**src/rtl/fp_norm_pkg.sv**
```systemverilog
// Shared types and widths for the floating-point normalisation pipeline.
// No logic: widths, leading-zero count width and the stage payload structs.
// Backpressure: n/a (declarations only).
package fp_norm_pkg;

  localparam int FP_MANT_W = 16;
  localparam int FP_EXP_W  = 8;
  localparam int LZ_W      = $clog2(FP_MANT_W);

  typedef struct packed {
    logic                 sign;
    logic [FP_EXP_W-1:0]  exp;
    logic [FP_MANT_W-1:0] mant;
  } fp_unnorm_t;

  typedef struct packed {
    logic                 sign;
    logic [FP_EXP_W-1:0]  exp;
    logic [FP_MANT_W-1:0] mant;
    logic                 zero;
    logic                 uflow;
  } fp_norm_t;

endpackage

```
**src/rtl/detect_pos_first_one.sv**
```systemverilog
// Leading-one detector: index of the most significant set bit of data_i.
// Latency: combinational. Backpressure: none; pos_o is 0 when data_i is 0.
// Callers that care about the all-zero case must detect it themselves.
module detect_pos_first_one #(
  parameter  int D_WIDTH = 16,
  localparam int P_W     = (D_WIDTH > 1) ? $clog2(D_WIDTH) : 1
) (
  input  logic [D_WIDTH-1:0] data_i,
  output logic [P_W-1:0]     pos_o
);

  // Ascending scan: the last hit is the highest set bit.
  always_comb begin
    pos_o = '0;
    for (int i = 0; i < D_WIDTH; i++) begin
      if (data_i[i]) begin
        pos_o = P_W'(i);
      end
    end
  end

endmodule

```
**src/rtl/fp_normalize_pipe.sv**
```systemverilog
// Normalises {sign, exp, mant} so the mantissa MSB is set, limited by the exponent.
// Latency: 2 cycles (S1 register+detect, S2 shift+adjust); 1 item/cycle.
// Backpressure: elastic valid/ready, ready_i->ready_o combinational, holds 2 items when full.
module fp_normalize_pipe
  import fp_norm_pkg::*;
#(
  parameter int MANT_W = FP_MANT_W,
  parameter int EXP_W  = FP_EXP_W
) (
  input  logic              clk_i,
  input  logic              rst_n_i,
  input  logic              valid_i,
  output logic              ready_o,
  input  logic              sign_i,
  input  logic [EXP_W-1:0]  exp_i,
  input  logic [MANT_W-1:0] mant_i,
  output logic              valid_o,
  input  logic              ready_i,
  output logic              sign_o,
  output logic [EXP_W-1:0]  exp_o,
  output logic [MANT_W-1:0] mant_o,
  output logic              zero_o,
  output logic              uflow_o
);

  // Wide enough that neither the lz count nor the exponent can wrap in the compare.
  localparam int CMP_W = ((EXP_W > LZ_W) ? EXP_W : LZ_W) + 1;

  fp_unnorm_t        s1_q;
  logic              s1_valid;
  fp_norm_t          s2_q;
  fp_norm_t          s2_d;
  logic              s2_valid;

  logic              adv1;
  logic              accept;
  logic              z;
  logic [LZ_W-1:0]   msb_pos;
  logic [LZ_W-1:0]   lz;
  logic [LZ_W-1:0]   sh;
  logic [CMP_W-1:0]  lz_cmp;
  logic [CMP_W-1:0]  exp_cmp;

  assign adv1    = s1_valid & (~s2_valid | ready_i);
  assign ready_o = ~s1_valid | adv1;
  assign accept  = valid_i & ready_o;

  detect_pos_first_one #(
    .D_WIDTH (MANT_W)
  ) u_lead_one (
    .data_i (s1_q.mant),
    .pos_o  (msb_pos)
  );

  assign z       = (s1_q.mant == '0);
  assign lz      = LZ_W'(MANT_W - 1) - msb_pos;
  assign lz_cmp  = CMP_W'(lz);
  assign exp_cmp = CMP_W'(s1_q.exp);

  // Shift by lz when the exponent can absorb it, otherwise stop at exp=0 (denormal).
  always_comb begin
    s2_d      = '0;
    s2_d.sign = s1_q.sign;
    sh        = '0;
    if (z) begin
      s2_d.zero = 1'b1;
    end else if (lz_cmp <= exp_cmp) begin
      sh       = lz;
      s2_d.exp = s1_q.exp - EXP_W'(lz);
    end else begin
      sh         = LZ_W'(s1_q.exp);
      s2_d.uflow = 1'b1;
    end
    if (!z) begin
      s2_d.mant = s1_q.mant << sh;
    end
  end

  always_ff @(posedge clk_i or negedge rst_n_i) begin
    if (!rst_n_i) begin
      s1_valid <= 1'b0;
      s1_q     <= '0;
    end else begin
      s1_valid <= accept | (s1_valid & ~adv1);
      if (accept) begin
        s1_q.sign <= sign_i;
        s1_q.exp  <= exp_i;
        s1_q.mant <= mant_i;
      end
    end
  end

  // S2 only loads on adv1, which implies the held output was consumed or absent.
  always_ff @(posedge clk_i or negedge rst_n_i) begin
    if (!rst_n_i) begin
      s2_valid <= 1'b0;
      s2_q     <= '0;
    end else begin
      s2_valid <= adv1 | (s2_valid & ~ready_i);
      if (adv1) begin
        s2_q <= s2_d;
      end
    end
  end

  assign valid_o = s2_valid;
  assign sign_o  = s2_q.sign;
  assign exp_o   = s2_q.exp;
  assign mant_o  = s2_q.mant;
  assign zero_o  = s2_q.zero;
  assign uflow_o = s2_q.uflow;

endmodule

```
**config.mk**
```make
export PLATFORM = sky130hd
export DESIGN_NAME = fp_normalize_pipe
export DESIGN_NICKNAME = d
export VERILOG_FILES = /design/src/rtl/fp_norm_pkg.sv /design/src/rtl/detect_pos_first_one.sv /design/src/rtl/fp_normalize_pipe.sv
export SDC_FILE = /design/constraint.sdc
export NUM_CORES = 1
export LEC_CHECK = 0
export ABC_AREA = 1
export BUFFER_PORTS_ARGS = -buffer_cell sky130_fd_sc_hd__buf_2
export CORE_UTILIZATION = 40
export CTS_BUF_LIST = sky130_fd_sc_hd__clkbuf_2
export CTS_CLUSTER_DIAMETER = 100
export DETAILED_ROUTE_END_ITERATION = 6
export SYNTH_ARGS = -nofsm -noshare
export SYNTH_HDL_FRONTEND = slang
export SYNTH_SLANG_ARGS = --single-unit
```
**constraint.sdc**
```tcl
create_clock -name clk_i -period 3 [get_ports clk_i]
set_input_delay 0 -clock clk_i [delete_from_list [all_inputs] [get_ports clk_i]]
set_output_delay 0 -clock clk_i [all_outputs]
set_load 0.02 [all_outputs]
```
==> qor.yml, run 1 <==
critical_path:
  endpoint_kind: "register"
  cp_max_fo: 9
  crit_type: "register to register"
  worst-path-stages: 23
  required_ps: 3370
  r2r_cells: 23
  crit-reg2reg-launch: "s1_q[2]"
  path_delay_family: "simple AND/OR/NAND/NOR gates"
  slowest_stage: "dfrtp_1"
  path_cells: "buf_4, buf_4, o211ai_1, nand3_1, nand3_1, nand3_1, nand3_1, nand3_1, fa_2, nand2_2, a21boi_2, nor3_2, nand3_2, buf_6, o21ai_4, inv_4, buf_12, nand3_1, nand3_2, nand2_1, nand2_1, nand3_1, nand3_1"
  critical_path.max_stage_delay_ps: 450
  worstSetupStartpointType: "register"
  rrSetupSlack_ps: -350
  crit_top_cell: "nand3_1"
  cp_num_buf_inv: 5
  crit_arrival_ps: 3720
  worstReg2RegEnd: "mant_o[13]"
route:
  routed-via-count: 3252
  routed_wl_mm: 8.819
  first_pass_iters: 7
  drc: 1
  detail-route-antenna-nets: 0
  vias_per_cell: 4.980
  drt_iter0_drc: 222
  routedWlPerCell_um: 13.51
cells_and_area:
  nNetsFinal: 584
  finalInstanceArea_um2: 4533
  antenna_cells: 0
  drive_gt1_frac: 0.3466
  final_cell_mix: "nand2_1 (99), nand3_1 (73), buf_2 (57), buf_4 (57), dfrtp_1 (54)"
  final_common_cell: "nand2_1"
  n_fill_cell: 736
  regArea_um2: 1351
  area.growth.synth_to_final_pct: 43.15
  multi_input_area_um2: 1745
synth:
  synth_edf_count: 0
  async_flop_share: 1.000
  synth_flop_cell: "dfrtp_1"
  ys_seq_area_frac: 0.4267
  netlist_instances: 405
  ys_seq_elements: 54
  synth_cell_types: 37
  synth_warnings: 0
  synth_area_um2: 3167
  synth_nets: 439
  syn-mean-instance-area_um2: 7.819
global_routing:
  grt_max_degree: 44
  grt_pass1_vias: 3014
  grt-ovfl-total: 0
  antenna_found_initial: 0
  track_usage: 0.2210
  grt_pass1_wl_mm: 14.55
sta:
  tightest_slew_ps: 959.6
  slew_viol_final: 0
  layout_min_cycle_time_ps: 3353
  max_freq_ghz: 0.2982
  slew_headroom: 0.3603
  setup_viol: 16
  fin_crit_sh: 1.118
  clock_skew_ps: 35.93
  hold_viol_final: 0
  layout_setup_ws_ps: -352.9
  rsz0062_at_grt: "yes"
power:
  pwr-share-seq: 0.392
  power_density_nw_per_um2: 550.3
  peakVddDrop_uv: 219.7
  pwr-share-comb: 0.456
  power_leakage_uw: 0.002305
  p_total_uw: 2495
  switching_power_uw: 1012
  internal_power_uw: 1482
  power.share.clock: 0.153
  power_switching_share: 0.4058
floorplanning:
  die-area_um2: 8276
  design.core.area_um2: 7687
  pin_count: 58
  dieHeight_um: 90.98
  rows: 32
  fp.dieW_um: 90.98
  initial_core_util: 0.4119
clock_network:
  tritoncts: "done"
  clk_latency_ps: 470
  clkTransAtPathRegs_ps: 310
  cts_buffers: 5
  cts_max_level: 2
  cts.sink_count: 54
  clockBufferDepth: 2
  cts_root_buf: "clkbuf_2"
placement:
  port-buffer-count: 57
  placed_area_um2: 3993
  hpwl_mm: 6.334
  gp_congestion: 0.9242
status:
  violations: "DRC, setup timing"
  status: "complete, but fails checks"
run:
  cap_viol_max_count: 0
min_path:
  min_path_type: "primary input to asynchronous set/reset pin"
[layer usage]
metal	global-route usage	vias up	wire length (µm)
met3	0.03601	16	431
met4	0.06481	0	189
met2	0.3485	113	4008
met5	0	-	0
met1	0.3129	1487	4190
li1	-	1636	-
[power by group through the flow]
stage          Clock (µW)  Sequential [µW]  Combinational [µW]
3_5_place_dp            0              994                1050
5_1_grt               423              999                1250
4_1_cts               390              979                1110
3_3_place_gp            0              989                1040
2_1_floorplan           0             1130                 528
6_report              381              977                1140
[layout make-up]
type,instances,share of cell area
sequential,54,0.2981
timing repair buffer,149,0.2421
inverter,34,0.03091
tap,102,0.02815
timing repair inverter,1,0.001380
clock inverter,3,0.008832
multi-input combinational,305,0.3850
clock buffer,5,0.005520
[through the flow]
| step | util | TNS [ps] | instances | hold slack (ps) | worst slack, ps |
|---|---|---|---|---|---|
| after floorplan | - | -1547 | 405 | -295.6 | -143.4 |
| after global routing | 0.5897 | -8047 | 653 | 214.2 | -543.5 |
| after global placement | 0.5194 | -3232 | 601 | 205.5 | -258.4 |
| after CTS | 0.5799 | -3584 | 649 | 199.6 | -274.9 |
| after detailed placement | 0.5194 | -4400 | 601 | 206.4 | -333.0 |
| final | 0.5897 | -4637 | 653 | 148.4 | -352.9 |
[timing repair]
| action | in CTS | in global routing |
|---|---|---|
| endpoints found under the hold margin | 70 | 0 |
| cloned | 2 | 1 |
| endpoints found under the setup margin | 16 | 20 |
| buffers inserted | 9 | 3 |
| pin swaps | 4 | 0 |
| hold buffers | 29 | 0 |
| resized for setup | 8 | 13 |
[worst max path at each step]
| stage | from | to | slack [ps] |
|---|---|---|---|
| after floorplan | s1_q[3] | mant_o[9] | -140 |
| after global placement | s1_q[3] | mant_o[11] | -260 |
| after detailed placement | s1_q[2] | mant_o[15] | -330 |
| after CTS | s1_q[2] | mant_o[4] | -270 |
| after global routing | s1_q[2] | mant_o[15] | -540 |
| final | s1_q[2] | mant_o[13] | -350 |
[cell usage after synthesis, drive strengths merged (2+ instances only)]
library cell / instances / area share
inv: 34 / 0.042
ha: 4 / 0.016
dfrtp: 54 / 0.43
clkbuf: 6 / 0.0071
mux2: 5 / 0.018
nor4: 2 / 0.0079
nor2: 29 / 0.035
nand4: 5 / 0.0099
nor3: 2 / 0.0083
xnor2: 2 / 0.0055
nand2: 114 / 0.15
o21ai: 15 / 0.026
xor2: 4 / 0.011
buf: 8 / 0.022
nand3: 90 / 0.15
a21oi: 24 / 0.038
[flip-flops by register name, summed over array words and instances, names as in the netlist]
register and cells:
s1_q 17, mant_o 16, s1_valid 1, valid_o 1, exp_cmp 8, sign_o 1
uflow_o 1, zero_o 1, exp_o 8
[cells by family after synthesis]
| logic type | synth area share |
|---|---|
| and+or+nand+nor | 0.3718 |
| DFF | 0.4267 |
| buffers and inverters | 0.07072 |
| AOI/OAI and AO/OA | 0.07428 |
| xor gates and xnor gates | 0.01659 |
| muxes | 0.01778 |
| adders and majority gates | 0.02213 |
[worst reg2reg max path, stage by stage (launching register included)]
cell      delay (ps)
dfrtp_1          450
buf_4            140
buf_4            130
o211ai_1         160
nand3_1          110
nand3_1           80
nand3_1           60
nand3_1           60
nand3_1          150
fa_2             420
nand2_2           70
a21boi_2          60
nor3_2           180
nand3_2          140
buf_6            190
o21ai_4          150
inv_4            100
buf_12           150
nand3_1           90
nand3_2           90
nand2_1           70
nand2_1           70
nand3_1           80
nand3_1           70
Power figures use the tool's default switching activity.
==> run 2, diff against run 1 <==
--- a/config.mk
+++ b/config.mk
@@ -7,7 +7,7 @@
 export LEC_CHECK = 0
 export ABC_AREA = 1
 export BUFFER_PORTS_ARGS = -buffer_cell sky130_fd_sc_hd__buf_2
-export CORE_UTILIZATION = 40
+export CORE_UTILIZATION = 35
 export CTS_BUF_LIST = sky130_fd_sc_hd__clkbuf_2
 export CTS_CLUSTER_DIAMETER = 100
 export DETAILED_ROUTE_END_ITERATION = 6
==> run 2 against run 1 <==
Against the previous run:
- the flow finishes with violations (setup timing)
- global-route usage down 3.3 points
- sequential cell count unchanged
- clock power up 1%
- worst hold slack worse by 110 ps
- critical endpoint is now mant_o[8]
- largest cell class unchanged
- largest power group unchanged
==> qor.yml, run 2 (same netlist as run 1, synthesis figures left out) <==
status:
  status: "complete, but fails checks"
  violations: "setup timing"
min_path:
  min_path_type: "primary input to asynchronous set/reset pin"
power:
  power.share.clock: 0.154
  peakVddDrop_uv: 181.5
  switching_power_uw: 1011
  power_switching_share: 0.4038
  power_leakage_uw: 0.002301
  power_density_nw_per_um2: 550.6
  pwr-share-seq: 0.390
  internal_power_uw: 1493
  pwr-share-comb: 0.456
clock_network:
  clockBufferDepth: 2
  clkTransAtPathRegs_ps: 280
  cts_max_level: 2
  cts.sink_count: 54
  clk_latency_ps: 460
  cts_root_buf: "clkbuf_2"
  tritoncts: "done"
  cts_buffers: 5
critical_path:
  crit_type: "register to register"
  cp_num_buf_inv: 6
  worstSetupStartpointType: "register"
  crit_arrival_ps: 3660
  r2r_cells: 33
  path_delay_family: "simple AND/OR/NAND/NOR gates"
  endpoint_kind: "register"
  cp_max_fo: 9
  critical_path.max_stage_delay_ps: 440
  worst-path-stages: 33
  slowest_stage: "dfrtp_1"
  required_ps: 3390
  crit_top_cell: "nand2_1"
route:
  vias_per_cell: 4.865
  routed_wl_mm: 8.507
  routed-via-count: 3196
  drc: 0
  routedWlPerCell_um: 12.95
  drt_iter0_drc: 167
  detail-route-antenna-nets: 0
  first_pass_iters: 4
sta:
  hold_viol_final: 0
  slew_viol_final: 0
  slew_headroom: 0.5829
  setup_viol: 17
  whs_ps: 37.74
  fin_crit_sh: 1.090
  clock_skew_ps: 7.414
  rsz0062_at_grt: "yes"
  layout_setup_ws_ps: -270.8
  tightest_slew_ps: 625.7
  max_freq_ghz: 0.3057
  layout_min_cycle_time_ps: 3271
placement:
  hpwl_mm: 6.412
  placed_cells: 606
  gp_congestion: 0.9071
  port-buffer-count: 57
  placed_area_um2: 4005
cells_and_area:
  area.growth.synth_to_final_pct: 43.66
  drive_gt1_frac: 0.3479
  final_cell_mix: "nand2_1 (99), nand3_1 (68), buf_2 (57), buf_4 (57), dfrtp_1 (54)"
  largest_reg_flops: 17
  final_common_cell: "nand2_1"
  finalNonFillerCells: 657
  finalInstanceArea_um2: 4549
  antenna_cells: 0
  nNetsFinal: 582
  regMostFlops: "s1_q"
floorplanning:
  design.core.area_um2: 8721
  rows: 34
  fp.dieW_um: 97.12
  pin_count: 58
  initial_core_util: 0.3631
  dieHeight_um: 97.12
  die-area_um2: 9432
global_routing:
  grt_pass1_vias: 3068
  antenna_found_initial: 0
  grt_pass1_wl_mm: 14.54
  grt-ovfl-total: 0
  track_usage: 0.1878
  grt_max_degree: 39
run:
  cap_viol_max_count: 0
-- run 2: changes by cell type in the layout (fill, tap and decap cells not counted), sizes merged --
cell,delta
clkinv,-2
clkinvlp,+2
inv,-1
nand3,-1
-- run 2: worst paths after layout --
path / from / end / slack (ps)
max: s1_q[2] / mant_o[8] / -270
min: rst_n_i / exp_cmp[7] / 40
max reg2reg: s1_q[2] / mant_o[8] / -270
min reg2reg: mant_o[5] / mant_o[5] / 510
max in group asynchronous: rst_n_i / mant_o[9] / 2190
min in group clk_i: mant_i[3] / s1_q[3] / 290
-- run 2: layout make-up --
type / instances / area (µm²)
clock buffer: 5 / 25.02
tap: 108 / 135.1
clock inverter: 3 / 45.04
fill: 848 / 4172
inverter: 34 / 135.1
timing repair buffer: 149 / 1106
sequential: 54 / 1351
multi-input combinational: 304 / 1752
-- run 2: power groups by stage --
stage / registers [µW] / logic [µW] / clock network [µW]
2_1_floorplan: 1130 / 528 / 0
3_3_place_gp: 987 / 1040 / 0
5_1_grt: 1000 / 1270 / 419
4_1_cts: 978 / 1130 / 399
6_report: 976 / 1140 / 385
3_5_place_dp: 993 / 1050 / 0
-- run 2: per-stage QoR --
stage | setup slack [ps] | power, µW | setup TNS [ps] | utilization
6_report | -270.8 | 2505 | -3531 | 0.5217
3_5_place_dp | -329.2 | 2042 | -4333 | 0.4593
5_1_grt | -548.9 | 2684 | -9013 | 0.5217
3_3_place_gp | -249.9 | 2024 | -3034 | 0.4593
4_1_cts | -303.1 | 2510 | -4102 | 0.5181
2_1_floorplan | -143.4 | 1656 | -1547 | -
-- run 2: per-layer routing --
metal	track usage	vias to the layer above	share of wire
li1	-	1632	-
met2	0.2941	86	0.45
met5	0	-	0
met1	0.2713	1474	0.49
met3	0.02806	4	0.047
met4	0.04937	0	0.0079
-- run 2: what timing repair did --
action	CTS	global route
buffers inserted	12	1
resized for setup	14	5
endpoints found under the hold margin	54	0
hold buffers	29	0
setup endpoints to repair	16	24
pin swaps	3	2
gates cloned	0	1
-- run 2: worst register-to-register path, delay by kind of cell (launching register included) --
kind	cells	cell delay, ps
buffers and inverters	6	560
adder cells (fa/ha/maj)	2	440
flip-flops	1	440
AND/OR/NAND/NOR	23	1580
AO/OA/AOI/OAI	2	200
